[src/rtl/y86_seq_controller.sv]
`default_nettype none
// ============================================================================
// Module      : y86_seq_controller
// Description : Multi-cycle stage sequencer for the Y86-64 SEQ processor;
//               owns the PC, status and retired-instruction counter.
// Revision    : 1.0 - initial release
// ============================================================================
module y86_seq_controller #(
  parameter logic [63:0] RESET_PC = 64'h0,
  parameter int unsigned CNT_W    = 32
) (
  input  logic             clk,
  input  logic             rst_n,
  input  logic             run,
  input  logic [3:0]       icode,
  input  logic             instr_valid,
  input  logic             imem_error,
  input  logic             mem_ack,
  input  logic             dmem_error,
  input  logic [63:0]      new_pc,
  output logic [63:0]      pc,
  output logic             fetch_en,
  output logic             decode_en,
  output logic             execute_en,
  output logic             memory_en,
  output logic             writeback_en,
  output logic             pcupdate_en,
  output logic             mem_req,
  output logic [2:0]       stat,
  output logic             busy,
  output logic [CNT_W-1:0] retired
);

  localparam logic [2:0] STAT_AOK = 3'd1;
  localparam logic [2:0] STAT_HLT = 3'd2;
  localparam logic [2:0] STAT_ADR = 3'd3;
  localparam logic [2:0] STAT_INS = 3'd4;

  localparam logic [CNT_W-1:0] CNT_ONE = {{(CNT_W-1){1'b0}}, 1'b1};

  typedef enum logic [3:0] {
    IDLE      = 4'd0,
    FETCH     = 4'd1,
    DECODE    = 4'd2,
    EXECUTE   = 4'd3,
    MEMORY    = 4'd4,
    WRITEBACK = 4'd5,
    PCUPDATE  = 4'd6,
    HALTED    = 4'd7,
    ERROR     = 4'd8
  } state_t;

  state_t     state;
  state_t     state_nxt;
  logic [3:0] icode_q;
  logic [2:0] stat_nxt;
  logic       mem_icode;

  // mrmovq, rmmovq, call, ret, pushq, popq touch data memory
  always_comb begin
    case (icode_q)
      4'h4, 4'h5, 4'h8, 4'h9, 4'hA, 4'hB: mem_icode = 1'b1;
      default:                            mem_icode = 1'b0;
    endcase
  end

  always_comb begin
    state_nxt    = state;
    stat_nxt     = stat;
    fetch_en     = 1'b0;
    decode_en    = 1'b0;
    execute_en   = 1'b0;
    memory_en    = 1'b0;
    writeback_en = 1'b0;
    pcupdate_en  = 1'b0;
    mem_req      = 1'b0;
    busy         = 1'b0;
    case (state)
      IDLE: begin
        if (run) state_nxt = FETCH;
      end
      FETCH: begin
        fetch_en = 1'b1;
        busy     = 1'b1;
        if (imem_error) begin
          state_nxt = ERROR;
          stat_nxt  = STAT_ADR;
        end else if (!instr_valid) begin
          state_nxt = ERROR;
          stat_nxt  = STAT_INS;
        end else if (icode == 4'h0) begin
          state_nxt = HALTED;
          stat_nxt  = STAT_HLT;
        end else begin
          state_nxt = DECODE;
        end
      end
      DECODE: begin
        decode_en = 1'b1;
        busy      = 1'b1;
        state_nxt = EXECUTE;
      end
      EXECUTE: begin
        execute_en = 1'b1;
        busy       = 1'b1;
        state_nxt  = MEMORY;
      end
      MEMORY: begin
        memory_en = 1'b1;
        busy      = 1'b1;
        if (mem_icode) begin
          mem_req = 1'b1;
          if (mem_ack) begin
            if (dmem_error) begin
              state_nxt = ERROR;
              stat_nxt  = STAT_ADR;
            end else begin
              state_nxt = WRITEBACK;
            end
          end
        end else begin
          state_nxt = WRITEBACK;
        end
      end
      WRITEBACK: begin
        writeback_en = 1'b1;
        busy         = 1'b1;
        state_nxt    = PCUPDATE;
      end
      PCUPDATE: begin
        pcupdate_en = 1'b1;
        busy        = 1'b1;
        state_nxt   = run ? FETCH : IDLE;
      end
      HALTED, ERROR: begin
        state_nxt = state;
      end
      default: begin
        state_nxt = IDLE;
      end
    endcase
  end

  always_ff @(posedge clk or negedge rst_n) begin
    if (!rst_n) begin
      state   <= IDLE;
      icode_q <= 4'h0;
      pc      <= RESET_PC;
      stat    <= STAT_AOK;
      retired <= '0;
    end else begin
      state <= state_nxt;
      stat  <= stat_nxt;
      if (state == FETCH && state_nxt == DECODE) icode_q <= icode;
      if (state == PCUPDATE) begin
        pc      <= new_pc;
        retired <= retired + CNT_ONE;
      end
    end
  end

endmodule
`default_nettype wire

[config.mk]
export PLATFORM = sky130hd
export DESIGN_NAME = y86_seq_controller
export DESIGN_NICKNAME = d
export VERILOG_FILES = /design/src/rtl/y86_seq_controller.sv
export SDC_FILE = /design/constraint.sdc
export NUM_CORES = 1
export LEC_CHECK = 0
export BUFFER_PORTS_ARGS = -buffer_cell sky130_fd_sc_hd__buf_2
export CAP_MARGIN = 20
export CORE_MARGIN = 4
export CORE_UTILIZATION = 52
export DETAILED_ROUTE_END_ITERATION = 6
export GPL_TIMING_DRIVEN = 0
export PLACE_DENSITY = 0.92
export SLEW_MARGIN = 20
export SYNTH_ARGS = -nofsm -noshare
export SYNTH_HDL_FRONTEND = slang
export SYNTH_SLANG_ARGS = --single-unit
[constraint.sdc]
create_clock -name clk -period 2.45 [get_ports clk]
set_clock_uncertainty 0.05 [all_clocks]
set_input_delay 0.1225 -clock clk [delete_from_list [all_inputs] [get_ports clk]]
set_output_delay 0.1225 -clock clk [all_outputs]
set_load 0.02 [all_outputs]
==> run summary, run 1 <==
* 23180 um — first-pass GRT wire length
* 0.003502 uW — standby leakage power
* imem_error — start point of the worst hold path
* 0 — post_cts resized
* 0.4740 GHz — highest attainable clock frequency
* 4 — count of buffering cells on the critical path with inverters included
* 181 — Port Buf Inserts
* 2110 ps — Period minus WS final
* met4 — top sig layer
* 3 — H-tree levels
* 9144 um — detailed placement HPWL
* nand4bb_1 > buf_2 > clkinv_2 > clkbuf_1 > buf_2 — Cell Chain, Critical Path
* 2858 uW — Net Switching
* flop — critical path launch point type
* 2280 ps — data required time of the worst path
* 5 — DRT Pass-1 Iters
* buffers and inverters — dominant delay contributor by cell family on the critical path
* sky130_fd_sc_hd__dfrtp_1 (58%), sky130_fd_sc_hd__nand2_1 (17%), sky130_fd_sc_hd__xor2_1 (3.5%) — top cells by area in the synthesized netlist
* 204 — Starting DRT DRC Count
* 10230 um^2 — Die Area
* 501.0 ps — post-placement worst setup slack
* 42.0% — sequential group share of total power
* sky130_fd_sc_hd__buf_2 — cell repeated most along the worst path
* completed — status
* 54.07% — initial core utilization
* 3820 uW — cell internal power dissipation
* 4509 um^2 — Cell Area, Synth
* 6456 um^2 — final design instance area without fill
* 17.03 um — wire per inst
* 4514 — number of vias in the routed layout
* 33 — Std-Cell Rows
* 29.03% — GR Util All Layers
* 9.473 um^2 — Avg Synthesized Cell Area
* input port to flop — path category of the worst min-delay check
* 10 — Max FO, Critical Path
* 101.1 um — vertical extent of the die
* 0 — Final Hold Fails
* 1034 nW/um^2 — PwrDens
* 814 — number of nets in the layout
* sky130_fd_sc_hd__dfrtp_1 — Slowest cell on crit path
* 0 — number of DRC violations after detailed routing
* 106 — CTS sink cnt
* 0 — count of nets left with antenna violations after detail routing
* 7688 um — Met2 Routed Length
* 42.79% — switching power as a share of total power
* 57 — pin count of the biggest net entering global routing
* 4730 — number of global-route vias before repair
* 552 — post-synth net total
* 56.89 ps — minimum hold slack
* 350 ps — clock latency at the later pin of the worst-skew pair
* 39.74% — worst relative slew slack
* 380 ps — Reg2Reg Setup Slack
* 100 ps — clock-pin slew on the worst setup and hold paths
* 9 — Inserted Clock Buffers
* flop to output pin — Critical Setup Path Class
* 58.27% — area fraction of the dominant cell type after synthesis
* 86.11% — period utilisation layout
* 58.85% — proportion of synthesized chip area in sequential cells
* 450 ps — delay of the slowest critical-path stage
* 476 — gate count after technology mapping
* sky130_fd_sc_hd__clkbuf_8 — CTS root buffer
* 0 — reported max-cap violation count
* 0 — antenna violations before repair
* 42.5% — share of power burned in combinational logic
* 7 — Worst Reg2Reg Path Length in Cells
* 0 ps — TNS Setup
* state[0] — reg2reg start
* 182 — top-level port count
* 1103 um — met3 routed wirelength
* 0 — setup repair bufs after CTS
* 15.5% — clock share of power
* 8341 um^2 — area of the core
* 2 — maximum count of clock buffers along a single path
* 77.41% — utilization after layout
* 0 — Max Slew Vio Count
* 2 — Cells on Worst Hold Path
* 101.1 um — die width
* sky130_fd_sc_hd__dfrtp_1 — Synth area leader
* 42 — post-synthesis cell type count
* done — clock tree from TritonCTS
* 5580 um^2 — Post-Place Cell Area
* 895.6 ps — transition time at the pin with the least slew margin
* 1940 ps — arrival time at the worst endpoint
* 28.80% — layout cells sized above 1
* 0 — warnings from Yosys
* 106 — count of state elements after synthesis
* 43.17% — Layout area overhead
* 0 — final setup vio count
* 340.3 ps — slack of the critical path
* 0.7553 mV — maximum VDD drop
* 68 — Post-CTS Hold Fix Bufs
* 0.8201 — RD Place Congestion
* 538 — number of fill cells
* no — unrepaired setup endpoints after global routing
* 5075 um — routed length on met1
* 0 — Antenna Cells
* 0 — remaining global-route overflow
* output pin — Worst Setup End Kind
* stat[2] — Hold EP
* pc[58] — FF-to-FF End
* 5.323 — via density per instance
* 14450 um — sum of routed wire length over all layers
==> power groups by stage <==
| stage | clock, uW | combinational [uW] | sequential, uW |
|---|---|---|---|
| 6_report | 1030 | 2840 | 2800 |
| 5_1_grt | 1130 | 3070 | 2870 |
| 4_1_cts | 1050 | 2750 | 2780 |
| 3_5_place_dp | 0 | 2670 | 2800 |
| 3_3_place_gp | 0 | 2550 | 2760 |
| 2_1_floorplan | 0 | 892 | 3500 |
==> metal layers <==
layer | up-vias | GRT usage [%]
met1 | 2136 | 32.98
met3 | 58 | 6.159
met5 | - | 0
met4 | 0 | 13.29
met2 | 259 | 52.11
li1 | 2061 | -
==> cells in the mapped netlist <==
cell type                   number
sky130_fd_sc_hd__nand4_2         2
sky130_fd_sc_hd__buf_1           7
sky130_fd_sc_hd__a21oi_1         3
sky130_fd_sc_hd__ha_1            1
sky130_fd_sc_hd__mux2i_1         1
sky130_fd_sc_hd__nor4b_1         1
sky130_fd_sc_hd__xor2_1         18
sky130_fd_sc_hd__and4_1          5
sky130_fd_sc_hd__xnor2_1        13
sky130_fd_sc_hd__o221ai_1        1
sky130_fd_sc_hd__nor3b_1         1
sky130_fd_sc_hd__and2_1          2
sky130_fd_sc_hd__nor4_1          8
sky130_fd_sc_hd__inv_1          10
sky130_fd_sc_hd__and3_1          6
sky130_fd_sc_hd__o31a_1          1
sky130_fd_sc_hd__nor4b_2         1
sky130_fd_sc_hd__nand2_1       208
sky130_fd_sc_hd__nand4_1         5
sky130_fd_sc_hd__o21ai_0         3
sky130_fd_sc_hd__or3_1           1
sky130_fd_sc_hd__clkbuf_1        7
sky130_fd_sc_hd__dfstp_2         1
sky130_fd_sc_hd__nand3_1        10
sky130_fd_sc_hd__clkinv_2        1
sky130_fd_sc_hd__nand4bb_1       1
sky130_fd_sc_hd__o211ai_1        2
sky130_fd_sc_hd__o31ai_1         3
sky130_fd_sc_hd__o311ai_0        1
sky130_fd_sc_hd__nor3_1         18
sky130_fd_sc_hd__buf_2           6
sky130_fd_sc_hd__nor2b_1         5
sky130_fd_sc_hd__a21o_1          1
sky130_fd_sc_hd__nand2b_1        1
sky130_fd_sc_hd__mux2_2          3
sky130_fd_sc_hd__o22ai_1         1
sky130_fd_sc_hd__dfrtp_1       105
sky130_fd_sc_hd__nand4_4         1
sky130_fd_sc_hd__a22o_1          1
sky130_fd_sc_hd__nand2_2         1
sky130_fd_sc_hd__nor4_4          1
sky130_fd_sc_hd__nor2_1          8
==> flip-flops by register name (all words and copies together) (netlist names) <==
| name | count |
|---|---|
| state | 4 |
| stat | 3 |
| retired | 32 |
| icode_q | 3 |
| pc | 64 |
==> worst max-delay path by stage <==
stage          slack, ps  startpoint  cells after the start          end
2_1_floorplan        580    state[3]                      5      stat[2]
3_3_place_gp         130       rst_n                      1       pc[25]
3_5_place_dp         500    state[0]                      7       pc[51]
4_1_cts              330    state[0]                      5  pcupdate_en
5_1_grt              190    state[0]                      5  pcupdate_en
6_report             340    state[0]                      5  pcupdate_en
==> stage by stage <==
| stage | cells | total power [uW] |
|---|---|---|
| floorplan | 476 | 4388 |
| global placement | 762 | 5307 |
| detailed placement | 763 | 5463 |
| CTS | 847 | 6579 |
| global route | 848 | 7065 |
| finish | 848 | 6678 |
==> cell usage in the layout (no fill, tap or decap), types with 9 or more instances in the layout <==
cell type	Yosys	final
sky130_fd_sc_hd__dlygate4sd3_1	0	69
sky130_fd_sc_hd__xnor2_1	13	13
sky130_fd_sc_hd__buf_2	6	186
sky130_fd_sc_hd__nand2_1	208	208
sky130_fd_sc_hd__clkbuf_8	0	9
sky130_fd_sc_hd__xor2_1	18	18
sky130_fd_sc_hd__nor3_1	18	18
sky130_fd_sc_hd__nand3_1	10	10
sky130_fd_sc_hd__dfrtp_1	105	105
sky130_fd_sc_hd__inv_1	10	10
==> cell type report <==
cell class              count  area (um^2)  share of cell area (%)
clock buffers              10        127.6                   1.977
repair buffers            251         1630                   25.25
clock inverters             6        57.56                  0.8915
inverters                  11        42.54                  0.6589
multi-input cells         339         1730                   26.80
well taps                 105        131.4                   2.035
flip-flops and latches    106         2654                   41.10
plain buffers              20        82.58                   1.279
==> cells by family after synthesis <==
group	count (synthesis)	synth area share [%]
adders and majority gates	1	0.2774
buffers and inverters	31	2.775
AOI/OAI and AO/OA	17	2.580
and+or+nand+nor	286	28.52
xor gates and xnor gates	31	6.021
muxes	4	0.9711
DFF	106	58.85
Note: power is estimated with default switching activity, not from simulation.
==> inputs of run 2 (changes only) <==
--- a/config.mk
+++ b/config.mk
@@ -8,10 +8,11 @@
 export BUFFER_PORTS_ARGS = -buffer_cell sky130_fd_sc_hd__buf_2
 export CAP_MARGIN = 20
 export CORE_MARGIN = 4
-export CORE_UTILIZATION = 52
+export CORE_UTILIZATION = 54
+export CTS_BUF_LIST = sky130_fd_sc_hd__clkbuf_8
 export DETAILED_ROUTE_END_ITERATION = 6
 export GPL_TIMING_DRIVEN = 0
-export PLACE_DENSITY = 0.92
+export PLACE_DENSITY = 0.95
 export SLEW_MARGIN = 20
 export SYNTH_ARGS = -nofsm -noshare
 export SYNTH_HDL_FRONTEND = slang
==> run summary, run 2 (synthesized netlist as in run 1, its figures left out) <==
* pc (64), retired (32), state (4) — registers with the highest flip-flop counts
* 9876 um^2 — Die Area
* 2138 ps — Period minus WS final
* sky130_fd_sc_hd__clkbuf_8 — CTS root buffer
* 90 ps — clock-pin slew on the worst setup and hold paths
* done — clock tree from TritonCTS
* 0.003496 uW — standby leakage power
* 10 — Max FO, Critical Path
* flop to output pin — Critical Setup Path Class
* 0.7605 mV — maximum VDD drop
* 2280 ps — data required time of the worst path
* sky130_fd_sc_hd__nand2_1 — most common library cell in the layout ignoring fill and taps
* 1970 ps — arrival time at the worst endpoint
* 0 — Max Slew Vio Count
* 8818 um — detailed placement HPWL
* 814 — number of nets in the layout
* 163 — Starting DRT DRC Count
* 33 — Std-Cell Rows
* 1018 nW/um^2 — PwrDens
* 0.8294 — RD Place Congestion
* 99.38 um — vertical extent of the die
* 42.87% — Layout area overhead
* 6560 uW — total power of the final layout
* 16.86 um — wire per inst
* 64 — number of flip-flops in the largest register
* 0 — number of DRC violations after detailed routing
* 99.38 um — die width
* 0 — setup repair bufs after CTS
* 14300 um — sum of routed wire length over all layers
* 937.1 ps — transition time at the pin with the least slew margin
* 0.4678 GHz — highest attainable clock frequency
* 4 — DRT Pass-1 Iters
* 0 — Final Hold Fails
* 0 — reported max-cap violation count
* 29.01% — GR Util All Layers
* input port to flop — path category of the worst min-delay check
* 9 — Inserted Clock Buffers
* pc — register name with the most flops
* 4569 — number of vias in the routed layout
* 59 — pin count of the biggest net entering global routing
* 2 — maximum count of clock buffers along a single path
* 312.3 ps — slack of the critical path
* completed — status
* 106 — CTS sink cnt
* 8175 um^2 — area of the core
* 3 — H-tree levels
* 22910 um — first-pass GRT wire length
* 0 ps — TNS Setup
* 87.25% — period utilisation layout
* 5.388 — via density per instance
* 55.16% — initial core utilization
* no — unrepaired setup endpoints after global routing
* output pin — Worst Setup End Kind
* flop — critical path launch point type
* 0 — final setup vio count
* sky130_fd_sc_hd__nand2_1 (208), sky130_fd_sc_hd__buf_2 (186), sky130_fd_sc_hd__dfrtp_1 (105) — highest-count cells in the layout ignoring fill and taps
* 181 — Port Buf Inserts
* 0 — count of nets left with antenna violations after detail routing
* 36.95% — worst relative slew slack
* 4881 — number of global-route vias before repair
* 0 — remaining global-route overflow
* 524.5 ps — post-placement worst setup slack
* 28.80% — layout cells sized above 1
* 0 — antenna violations before repair
* 0 — Antenna Cells
* 340 ps — clock latency at the later pin of the worst-skew pair
* 182 — top-level port count
==> run 2: power breakdown <==
group,internal (uW),switching [uW]
logic,960,1860
clock network,369,571
registers,2390,410
==> run 2: cell type report <==
| cell class | instances | area [um^2] |
|---|---|---|
| plain buffers | 20 | 82.58 |
| clock buffers | 9 | 123.9 |
| clock inverters | 7 | 47.55 |
| fillers | 479 | 1733 |
| inverters | 11 | 42.54 |
| multi-input cells | 339 | 1730 |
| flip-flops and latches | 106 | 2654 |
| well taps | 105 | 131.4 |
| repair buffers | 251 | 1630 |
==> run 2: through the flow <==
step	instance area (um^2)	utilization [%]	instances	hold WS, ps
floorplan	4509	-	476	-223.1
global placement	5547	67.85	762	260.1
detailed placement	5580	68.26	763	37.39
CTS	6442	78.80	848	43.28
global route	6442	78.80	848	52.55
finish	6442	78.80	848	61.77
==> run 2: worst paths after layout <==
check / depth (start not counted) / slack, ps / startpoint / endpoint
setup / recovery: 5 / 310 / state[0] / pcupdate_en
hold / removal: 2 / 60 / imem_error / stat[2]
setup reg to reg: 7 / 330 / state[0] / pc[51]
hold reg to reg: 2 / 430 / pc[56] / pc[56]
max in group asynchronous: 3 / 1470 / rst_n / stat[0]
min in group asynchronous: 2 / 230 / rst_n / icode_q[2]
==> run 2: repair_timing <==
item | in CTS | in global routing
endpoints found under the hold margin | 116 | 0
hold buffers | 69 | 0
resized for setup | 0 | 0
endpoints found under the setup margin | 0 | 0
==> run 2: critical path, stage by stage (launching register included) <==
cell                        delay [ps]
sky130_fd_sc_hd__dfrtp_1           440
sky130_fd_sc_hd__nand4bb_1         180
sky130_fd_sc_hd__buf_2             180
sky130_fd_sc_hd__clkinv_2          160
sky130_fd_sc_hd__clkbuf_1          400
sky130_fd_sc_hd__buf_2             250
==> run 2: metal layers <==
layer  up-vias  global-route usage [%]  wire length [um]
met5         -                       0                 0
met4         0                   13.76               607
met3        59                   6.662              1230
met2       262                   51.86              7261
met1      2183                   32.66              5195
li1       2065                       -                 -
==> inputs of run 3 (changes only) <==
--- a/config.mk
+++ b/config.mk
@@ -8,11 +8,11 @@
 export BUFFER_PORTS_ARGS = -buffer_cell sky130_fd_sc_hd__buf_2
 export CAP_MARGIN = 20
 export CORE_MARGIN = 4
-export CORE_UTILIZATION = 54
+export CORE_UTILIZATION = 45
 export CTS_BUF_LIST = sky130_fd_sc_hd__clkbuf_8
 export DETAILED_ROUTE_END_ITERATION = 6
 export GPL_TIMING_DRIVEN = 0
-export PLACE_DENSITY = 0.95
+export PLACE_DENSITY = 0.85
 export SLEW_MARGIN = 20
 export SYNTH_ARGS = -nofsm -noshare
 export SYNTH_HDL_FRONTEND = slang
==> constraint.sdc (replaced) <==
create_clock -name clk -period 1.9 [get_ports clk]
set_clock_uncertainty 0.05 [all_clocks]
set_input_delay 0.095 -clock clk [delete_from_list [all_inputs] [get_ports clk]]
set_output_delay 0.095 -clock clk [all_outputs]
set_load 0.02 [all_outputs]
==> run summary, run 3 (synthesized netlist as in run 1, its figures left out) <==
* completed — status
* 4590 — number of global-route vias before repair
* 0 — reported max-cap violation count
* output pin — Worst Setup End Kind
* done — clock tree from TritonCTS
* 0 — antenna violations before repair
* state[2] — reg2reg start
* 0.5540 GHz — highest attainable clock frequency
* 23.34% — GR Util All Layers
* 0 — setup repair bufs after CTS
* 2 — maximum count of clock buffers along a single path
* 0 — final setup vio count
* pc (64), retired (32), state (4) — registers with the highest flip-flop counts
* 224 — Starting DRT DRC Count
* icode_q[1] — FF-to-FF End
* 707 — number of fill cells
* 36 — Std-Cell Rows
* 106 — CTS sink cnt
* 0.8174 — RD Place Congestion
* 108.1 um — die width
* 30.28% — layout cells sized above 1
* 9 — Inserted Clock Buffers
* 5.055 — via density per instance
* 1750 ps — data required time of the worst path
* 108.1 um — vertical extent of the die
* 1290 nW/um^2 — PwrDens
* 550.6 ps — transition time at the pin with the least slew margin
* 0 — remaining global-route overflow
* pc — register name with the most flops
* 9774 um^2 — area of the core
* 0.7843 mV — maximum VDD drop
* flop to output pin — Critical Setup Path Class
* 95.01% — period utilisation layout
* 94.84 ps — slack of the critical path
* 45.12% — Layout area overhead
* pcupdate_en — CP endpoint
* 1805 ps — Period minus WS final
* 3 — H-tree levels
* 5615 um^2 — Post-Place Cell Area
* 182 — top-level port count
* 0 — count of nets left with antenna violations after detail routing
* 13430 um — sum of routed wire length over all layers
* 0.003529 uW — standby leakage power
* 1660 ps — arrival time at the worst endpoint
* 4433 — number of vias in the routed layout
* 5 — DRT Pass-1 Iters
* 66.95% — utilization after layout
* sky130_fd_sc_hd__nand2_1 (208), sky130_fd_sc_hd__buf_2 (188), sky130_fd_sc_hd__dfrtp_1 (104) — highest-count cells in the layout ignoring fill and taps
* 64 — number of flip-flops in the largest register
* no — unrepaired setup endpoints after global routing
* 10 — Max FO, Critical Path
* 815 — number of nets in the layout
* 102.7 ps — minimum hold slack
* 5 — Worst Reg2Reg Path Length in Cells
* input port to flop — path category of the worst min-delay check
* 8649 um — detailed placement HPWL
* state[0] — launch point of the worst path
* 11690 um^2 — Die Area
* flop — critical path launch point type
* -83.90 ps — post-placement worst setup slack
* 0 — Final Hold Fails
* 21690 um — first-pass GRT wire length
* 15.31 um — wire per inst
* 56 — pin count of the biggest net entering global routing
* 90 ps — clock-pin slew on the worst setup and hold paths
* 62.99% — worst relative slew slack
* sky130_fd_sc_hd__clkbuf_8 — CTS root buffer
* sky130_fd_sc_hd__nand2_1 — most common library cell in the layout ignoring fill and taps
* 130 ps — Reg2Reg Setup Slack
* 0 — number of DRC violations after detailed routing
* 46.13% — initial core utilization
* 181 — Port Buf Inserts
* 350 ps — clock latency at the later pin of the worst-skew pair
* 0 — Max Slew Vio Count
* 6544 um^2 — final design instance area without fill
## run 3: critical path: stages (launching register included)
cell and delay [ps]:
sky130_fd_sc_hd__dfrtp_2 470, sky130_fd_sc_hd__nand4bb_1 180, sky130_fd_sc_hd__buf_2 190, sky130_fd_sc_hd__clkinv_4 120, sky130_fd_sc_hd__buf_4 180, sky130_fd_sc_hd__buf_2 180
## run 3: power breakdown
part | internal, uW | switching (uW)
clock network | 532 | 713
registers | 3090 | 501
logic | 1260 | 2350
total | 4880 | 3560
## run 3: layer usage
| metal | vias to the layer above | track usage [%] | part of all wire, % |
|---|---|---|---|
| met3 | 52 | 5.851 | 8.4 |
| met2 | 233 | 39.43 | 49 |
| met1 | 2090 | 27.90 | 39 |
| met5 | - | 0 | 0 |
| li1 | 2058 | - | - |
| met4 | 0 | 11.27 | 3.8 |
## run 3: layout make-up
cell class                      count  area (um^2)  share of cell area, %
Sequential cell                   106         2655                  40.57
Multi-Input combinational cell    339         1768                  27.02
Timing Repair Buffer              252         1640                  25.07
Tap cell                          133        166.4                  2.543
Clock buffer                       11        151.4                  2.314
Buffer                             20        93.84                  1.434
Inverter                           11        46.29                 0.7075
Clock inverter                      4        20.02                 0.3059
Antenna cell                        1        2.502                0.03824
## run 3: repair_timing
item / 4_1_cts / 5_1_grt
pin swaps: 0 / 0
endpoints found under the hold margin: 120 / 0
hold buffers: 70 / 0
resized for setup: 4 / 14
endpoints found under the setup margin: 21 / 52
## run 3: worst min path at each step
stage	cells past startpoint	from	slack (ps)	endpoint
finish	4	dmem_error	100	state[0]
global route	4	icode[0]	110	state[2]
CTS	4	dmem_error	80	state[0]
detailed placement	1	rst_n	20	icode_q[3]
global placement	3	new_pc[54]	230	pc[54]
floorplan	0	rst_n	-250	icode_q[1]
## run 3: through the flow
step	setup TNS, ps	std cells	total power (uW)
3_3_place_gp	-42040	790	6844
5_1_grt	0	876	8998
2_1_floorplan	0	476	5658
3_5_place_dp	-516.3	791	7000
6_report	0	877	8440
4_1_cts	0	876	8380
